[config.mk]
export PLATFORM = sky130hd
export DESIGN_NAME = queue_param_flat
export DESIGN_NICKNAME = d
export VERILOG_FILES = /design/src/rtl/queue_pkg.sv /design/src/rtl/queue_param_if.sv /design/src/rtl/queue_mem.sv /design/src/rtl/queue_param.sv /design/src/flat_wrapper.sv
export SDC_FILE = /design/constraint.sdc
export NUM_CORES = 1
export LEC_CHECK = 0
export ABC_CLOCK_PERIOD_IN_PS = 2500
export CAP_MARGIN = 20
export CORE_MARGIN = 4
export CORE_UTILIZATION = 25
export CTS_BUF_LIST = sky130_fd_sc_hd__clkbuf_4 sky130_fd_sc_hd__clkbuf_8
export CTS_CLUSTER_DIAMETER = 50
export DETAILED_ROUTE_END_ITERATION = 10
export PLACE_DENSITY = 0.45
export SYNTH_ARGS = -nofsm -noshare
export SYNTH_HDL_FRONTEND = slang
export SYNTH_SLANG_ARGS = --single-unit
[constraint.sdc]
create_clock -name clock_10k -period 2.5 [get_ports clock_10k]
set_input_delay 0.5 -clock clock_10k [delete_from_list [all_inputs] [get_ports clock_10k]]
set_output_delay 0.5 -clock clock_10k [all_outputs]
set_load 0.01 [all_outputs]
[src/rtl/queue_pkg.sv]
// Shared constants and helpers for the parametrised byte queue of the deserialiser datapath.
package queue_pkg;
    localparam int DATA_W_DEF = 8;
    localparam int DEPTH_DEF  = 8;

    // Occupancy counter width: must represent 0..depth inclusive.
    function automatic int len_w(input int depth);
        return $clog2(depth) + 1;
    endfunction
endpackage

[src/rtl/queue_param_if.sv]
// Producer/consumer bundle for queue_param: requests in, read data, occupancy and status flags out.
interface queue_param_if
    import queue_pkg::*;
#(
    parameter int DATA_W = DATA_W_DEF,
    parameter int DEPTH  = DEPTH_DEF
);
    localparam int LW = len_w(DEPTH);

    logic              clear_in;
    logic              enq_in;
    logic [DATA_W-1:0] data_in;
    logic              deq_in;
    logic [DATA_W-1:0] data_out;
    logic              valid_out;
    logic [LW-1:0]     len_out;
    logic              full_out;
    logic              empty_out;
    logic              almost_full_out;
    logic              almost_empty_out;
    logic              overflow_out;
    logic              underflow_out;

    modport master (
        output clear_in, enq_in, data_in, deq_in,
        input  data_out, valid_out, len_out, full_out, empty_out,
               almost_full_out, almost_empty_out, overflow_out, underflow_out
    );

    modport slave (
        input  clear_in, enq_in, data_in, deq_in,
        output data_out, valid_out, len_out, full_out, empty_out,
               almost_full_out, almost_empty_out, overflow_out, underflow_out
    );
endinterface

[src/rtl/queue_mem.sv]
// Simple dual-port storage: one write port and one registered read port, no reset.
module queue_mem #(
    parameter int DATA_W = 8,
    parameter int DEPTH  = 8,
    parameter int AW     = $clog2(DEPTH)
) (
    input  logic              clock_10k,
    input  logic              we,
    input  logic [AW-1:0]     waddr,
    input  logic [DATA_W-1:0] wdata,
    input  logic              re,
    input  logic [AW-1:0]     raddr,
    output logic [DATA_W-1:0] rdata
);
    logic [DATA_W-1:0] mem [DEPTH];

    // Read samples the array before this edge's write lands, so a same-address access returns old data.
    always_ff @(posedge clock_10k) begin
        if (we) mem[waddr] <= wdata;
        if (re) rdata <= mem[raddr];
    end
endmodule

[src/rtl/queue_param.sv]
// Circular-buffer FIFO: pointers, occupancy, acceptance rules, threshold flags and sticky error flags.
module queue_param
    import queue_pkg::*;
#(
    parameter int DATA_W = DATA_W_DEF,
    parameter int DEPTH  = DEPTH_DEF,
    parameter int AF_TH  = DEPTH - 2,
    parameter int AE_TH  = 2
) (
    input  logic          clock_10k,
    input  logic          reset,
    queue_param_if.slave  bus
);
    localparam int LW = len_w(DEPTH);
    localparam int AW = $clog2(DEPTH);

    if (DEPTH < 2 || (DEPTH & (DEPTH - 1)) != 0) begin : g_depth_chk
        $error("queue_param: DEPTH must be a power of two, at least 2");
    end
    if (AF_TH > DEPTH) begin : g_af_chk
        $error("queue_param: AF_TH must not exceed DEPTH");
    end
    if (AE_TH >= AF_TH) begin : g_ae_chk
        $error("queue_param: AE_TH must be below AF_TH");
    end

    logic [AW-1:0]     head_reg, tail_reg;
    logic [LW-1:0]     len_reg, len_next;
    logic              valid_reg, has_data_reg, overflow_reg, underflow_reg;
    logic              enq_ok, deq_ok, mem_we, mem_re;
    logic [DATA_W-1:0] rdata;

    always_comb begin
        deq_ok   = bus.deq_in && (len_reg != '0);
        enq_ok   = bus.enq_in && ((len_reg != LW'(DEPTH)) || deq_ok);
        mem_we   = enq_ok && !bus.clear_in;
        mem_re   = deq_ok && !bus.clear_in;
        len_next = len_reg + LW'(enq_ok) - LW'(deq_ok);
    end

    queue_mem #(.DATA_W(DATA_W), .DEPTH(DEPTH)) u_mem (
        .clock_10k (clock_10k),
        .we        (mem_we),
        .waddr     (tail_reg),
        .wdata     (bus.data_in),
        .re        (mem_re),
        .raddr     (head_reg),
        .rdata     (rdata)
    );

    always_ff @(posedge clock_10k or negedge reset) begin
        if (!reset) begin
            head_reg      <= '0;
            tail_reg      <= '0;
            len_reg       <= '0;
            valid_reg     <= 1'b0;
            has_data_reg  <= 1'b0;
            overflow_reg  <= 1'b0;
            underflow_reg <= 1'b0;
        end else if (bus.clear_in) begin
            head_reg      <= '0;
            tail_reg      <= '0;
            len_reg       <= '0;
            valid_reg     <= 1'b0;
            overflow_reg  <= 1'b0;
            underflow_reg <= 1'b0;
        end else begin
            if (enq_ok) tail_reg <= tail_reg + 1'b1;
            if (deq_ok) begin
                head_reg     <= head_reg + 1'b1;
                has_data_reg <= 1'b1;
            end
            len_reg       <= len_next;
            valid_reg     <= deq_ok;
            overflow_reg  <= overflow_reg  | (bus.enq_in && !enq_ok);
            underflow_reg <= underflow_reg | (bus.deq_in && !deq_ok);
        end
    end

    // The read register has no reset; until the first dequeue since reset, present zero instead.
    assign bus.data_out         = has_data_reg ? rdata : '0;
    assign bus.valid_out        = valid_reg;
    assign bus.len_out          = len_reg;
    assign bus.full_out         = (len_reg == LW'(DEPTH));
    assign bus.empty_out        = (len_reg == '0);
    assign bus.almost_full_out  = (32'(len_reg) >= AF_TH);
    assign bus.almost_empty_out = (32'(len_reg) <= AE_TH);
    assign bus.overflow_out     = overflow_reg;
    assign bus.underflow_out    = underflow_reg;
endmodule

[src/flat_wrapper.sv]
// flat-port wrapper written by rule: the top's interface ports become plain ports
module queue_param_flat import queue_pkg::*;
#(
    parameter int DATA_W = DATA_W_DEF,
    parameter int DEPTH  = DEPTH_DEF,
    parameter int AF_TH  = DEPTH - 2,
    parameter int AE_TH  = 2
)
  (clock_10k, reset, bus_clear_in, bus_enq_in, bus_data_in, bus_deq_in, bus_data_out, bus_valid_out, bus_len_out, bus_full_out, bus_empty_out, bus_almost_full_out, bus_almost_empty_out, bus_overflow_out, bus_underflow_out);
  queue_param_if #(.DATA_W(DATA_W), .DEPTH(DEPTH)) bus_i ();
  input  logic clock_10k;
  input  logic reset;
  input wire logic [$bits(bus_i.clear_in)-1:0] bus_clear_in;
  input wire logic [$bits(bus_i.enq_in)-1:0] bus_enq_in;
  input wire logic [$bits(bus_i.data_in)-1:0] bus_data_in;
  input wire logic [$bits(bus_i.deq_in)-1:0] bus_deq_in;
  output wire logic [$bits(bus_i.data_out)-1:0] bus_data_out;
  output wire logic [$bits(bus_i.valid_out)-1:0] bus_valid_out;
  output wire logic [$bits(bus_i.len_out)-1:0] bus_len_out;
  output wire logic [$bits(bus_i.full_out)-1:0] bus_full_out;
  output wire logic [$bits(bus_i.empty_out)-1:0] bus_empty_out;
  output wire logic [$bits(bus_i.almost_full_out)-1:0] bus_almost_full_out;
  output wire logic [$bits(bus_i.almost_empty_out)-1:0] bus_almost_empty_out;
  output wire logic [$bits(bus_i.overflow_out)-1:0] bus_overflow_out;
  output wire logic [$bits(bus_i.underflow_out)-1:0] bus_underflow_out;
  assign bus_i.clear_in = bus_clear_in;
  assign bus_i.enq_in = bus_enq_in;
  assign bus_i.data_in = bus_data_in;
  assign bus_i.deq_in = bus_deq_in;
  assign bus_data_out = bus_i.data_out;
  assign bus_valid_out = bus_i.valid_out;
  assign bus_len_out = bus_i.len_out;
  assign bus_full_out = bus_i.full_out;
  assign bus_empty_out = bus_i.empty_out;
  assign bus_almost_full_out = bus_i.almost_full_out;
  assign bus_almost_empty_out = bus_i.almost_empty_out;
  assign bus_overflow_out = bus_i.overflow_out;
  assign bus_underflow_out = bus_i.underflow_out;
  queue_param #(.DATA_W(DATA_W), .DEPTH(DEPTH), .AF_TH(AF_TH), .AE_TH(AE_TH)) u_core (.clock_10k(clock_10k), .reset(reset), .bus(bus_i));
endmodule
==> results by group <==
Yosys
  – Netlist cell types: 40
  – Average cell area after synthesis: 17.2 sq um
  – Post-synthesis sequential area ratio: 0.675
  – Flops & latches, synth: 86
  – Cells after Synth: 216
  – Ys flop type: edfxtp_1
  – Synth Net Count: 241
  – Ys Warns: 0
  – Post-synth ARST share: 0.163
  – Post-synthesis cell area: 0.00372 sq mm
  – Post-synth EDFFs: 72

Status
  – Status: finished, final reports clean

Power
  – Switching share of power: 0.283
  – Leak Pwr: 1.66 nW
  – Psw: 1.17 mW
  – Pwr per Cell Area: 893 mW/mm^2
  – Internal power: 2.95 mW
  – Clk network pwr share: 0.264
  – Worst vdd ir: 0.218 mV
  – Flop pwr share: 0.432
  – Overall power: 4.12 mW
  – Logic pwr share: 0.304

Timing
  – Fin. max-slew vios: 0
  – Setup Skew: 6.29 ps
  – Final Hold Viols: 0
  – Max frequency: 436 MHz
  – Final WS setup: 207 ps
  – Crit share post-route: 0.917
  – Setup violators final: 0
  – RSZ-0062 raised after global routing: false
  – Slew HR: 0.515
  – Fin crit period: 2290 ps
  – Worst Tran Pin Value: 725 ps
  – Setup TNS: 0 ps

Worst setup path
  – Most used cell, CP: inv_1
  – Worst-path cell chain: inv_1 > ha_2 > nor3b_4 > nand2b_1 > inv_1 > ha_1 > inv_1 > ha_1 > fa_1 > xnor2_1 > nor2_1
  – Worst EP required: 2750 ps
  – Slowest Stage Delay on Critical Path: 390 ps
  – Crit-path max FO: 3
  – Critical path class: flop to flop
  – Reg-to-Reg Start: u_core.bus.len_out[3]$_DFF_PN0_
  – Slowest-stage cell, CP: dfrtp_1
  – Startpoint types: flop
  – Crit. End Element: flop
  – R2R depth: 11
  – Worst reg-to-reg setup slack: 210 ps
  – Worst r2r dst: u_core.bus.len_out[2]$_DFF_PN0_
  – Crit path DAT: 2540 ps

Final layout
  – Final net count: 297
  – Non-Filler Instances: 461
  – Most frequent cells in the layout: edfxtp_1, clkdlybuf4s50_1, buf_4
  – Layout cell share with drive strength beyond 1: 0.220
  – Largest Register: u_core.u_mem.mem
  – Number of flip-flops in the largest register: 64
  – Diode count: 0
  – Most common cell after layout, fill and taps aside: edfxtp_1
  – Syn-to-layout area delta: 23.9%

Global route
  – GRT met3 Usage: 0.0188
  – First-pass GRT wire length: 11.8 mm
  – Grt total ovfl: 0
  – Global route hottest layer: met2
  – Total track usage: 0.0944
  – GRT met2 Usage: 0.146
  – M1 GR Usage: 0.128
  – Initial antenna violation count: 0
  – Vias in the first global route: 2059
  – Largest net degree at the start of global routing: 20

Floorplanning
  – Row count: 44
  – Core area: 0.0146 sq mm
  – Ports: 32
  – Die area: 0.0169 sq mm
  – Die W: 130 um
  – Initial Util: 0.255
  – Die Span Y: 130 um

Clock network
  – H-tree lvl count: 3
  – CTS clk-pin slew, worst paths: 90 ps
  – Worst-Skew Late Latency: 350 ps
  – Clk buf depth: 2
  – CTS tree: yes
  – Sink Count: 86
  – TritonCTS buffer count: 9
  – Root buffer cell: clkbuf_8

Place
  – Placed Cells: 443
  – GP Congestion: 0.712
  – Pre-CTS WS: 106 ps
  – Dpl hpwl: 4.88 mm
  – PortBufs: 31

Detailed routing
  – Initial DRC Count: 109
  – Drt first pass iters: 4
  – Final antenna-violating net count: 0
  – Via count: 1979
  – Vias/cell: 4.29
  – Post-route DRC violation count: 0
  – DRT Wirelength: 7.49 mm
  – Avg WL per Cell: 16.3 um

Hold path
  – Hold endpoint: u_core.bus.overflow_out$_DFF_PN0_
  – HP Class: flop to flop
  – Hold depth: 1
  – Min-delay src: u_core.bus.overflow_out$_DFF_PN0_

Job
  – Total of max-cap violations: 0
-- metrics by stage --
step	utilization	hold WS (ps)	instance area, sq um
after CTS	0.316	519	4610
final	0.316	512	4610
after detailed placement	0.300	498	4370
after global placement	0.300	488	4370
after floorplan	-	204	3740
after global routing	0.316	536	4610
-- per-layer routing --
| layer | wire length (um) | share of wire |
|---|---|---|
| met3 | 239 | 0.032 |
| met5 | 0 | 0 |
| met4 | 139 | 0.019 |
| met1 | 3630 | 0.49 |
| met2 | 3480 | 0.46 |
-- how the worst max path moves through the flow --
stage | startpoint | to | slack, ps | cells past startpoint
4_1_cts | u_core.bus.len_out[1]$_DFF_PN0_ | bus_almost_full_out | 9 | 4
6_report | u_core.bus.len_out[3]$_DFF_PN0_ | u_core.bus.len_out[2]$_DFF_PN0_ | 210 | 11
2_1_floorplan | u_core.bus.len_out[2]$_DFF_PN0_ | u_core.bus.len_out[2]$_DFF_PN0_ | 0.2 | 11
5_1_grt | u_core.bus.len_out[3]$_DFF_PN0_ | u_core.bus.len_out[2]$_DFF_PN0_ | 8 | 11
3_3_place_gp | bus_deq_in | u_core.bus.len_out[2]$_DFF_PN0_ | 130 | 9
3_5_place_dp | bus_deq_in | u_core.bus.len_out[2]$_DFF_PN0_ | 110 | 9
-- cell usage after synthesis (4+ instances only) --
library cell  number  area [sq um]
nor2_1            11          41.3
mux2_4             8           120
clkbuf_1           4          15.0
mux4_1             8           210
nor2b_1            6          37.5
dfrtp_1           14           350
nand2_1           11          41.3
nand2b_1           4          25.0
a21oi_1            4          20.0
inv_1             11          41.3
mux4_2             8           180
and2_1             8          50.1
ha_1              11           138
edfxtp_1          72          2160
-- area by class of cell --
| class | instances | area, sq um |
|---|---|---|
| Clock buffer | 9 | 124 |
| Clock inverter | 7 | 95.1 |
| Fill cell | 1389 | 9970 |
| Inverter | 11 | 41.3 |
| Multi-Input combinational cell | 111 | 1130 |
| Sequential cell | 86 | 2510 |
| Tap cell | 184 | 230 |
| Timing Repair Buffer | 53 | 478 |
-- power groups by stage --
stage	registers (mW)	logic (mW)	clock network, mW
floorplan	1.82	0.768	0
global placement	1.81	1.25	0
detailed placement	1.82	1.26	0
CTS	1.78	1.29	1.12
global route	1.80	1.38	1.18
finish	1.78	1.25	1.09
-- cell families after synthesis --
logic type	share of synthesized area
simple gates	0.0830
mux	0.143
xor+xnor	0.00235
fa+ha+maj	0.0423
buf+inv	0.0262
compound gates	0.0289
flops	0.675
-- what timing repair did --
item / 4_1_cts / 5_1_grt
hold buffers: 0 / 0
gates resized for setup: 5 / 3
hold endpoints to repair: 0 / 0
pin swaps: 0 / 1
buffers inserted: 2 / 0
endpoints found under the setup margin: 4 / 3
-- worst max-delay path, delay by kind of cell, from the launching register on --
family                   cells  cell delay [ps]
XOR/XNOR                     1              140
buffers and inverters        3              200
flip-flops                   1              390
adder cells (fa/ha/maj)      4             1080
AND/OR/NAND/NOR              3              370
Power figures use the tool's default switching activity.
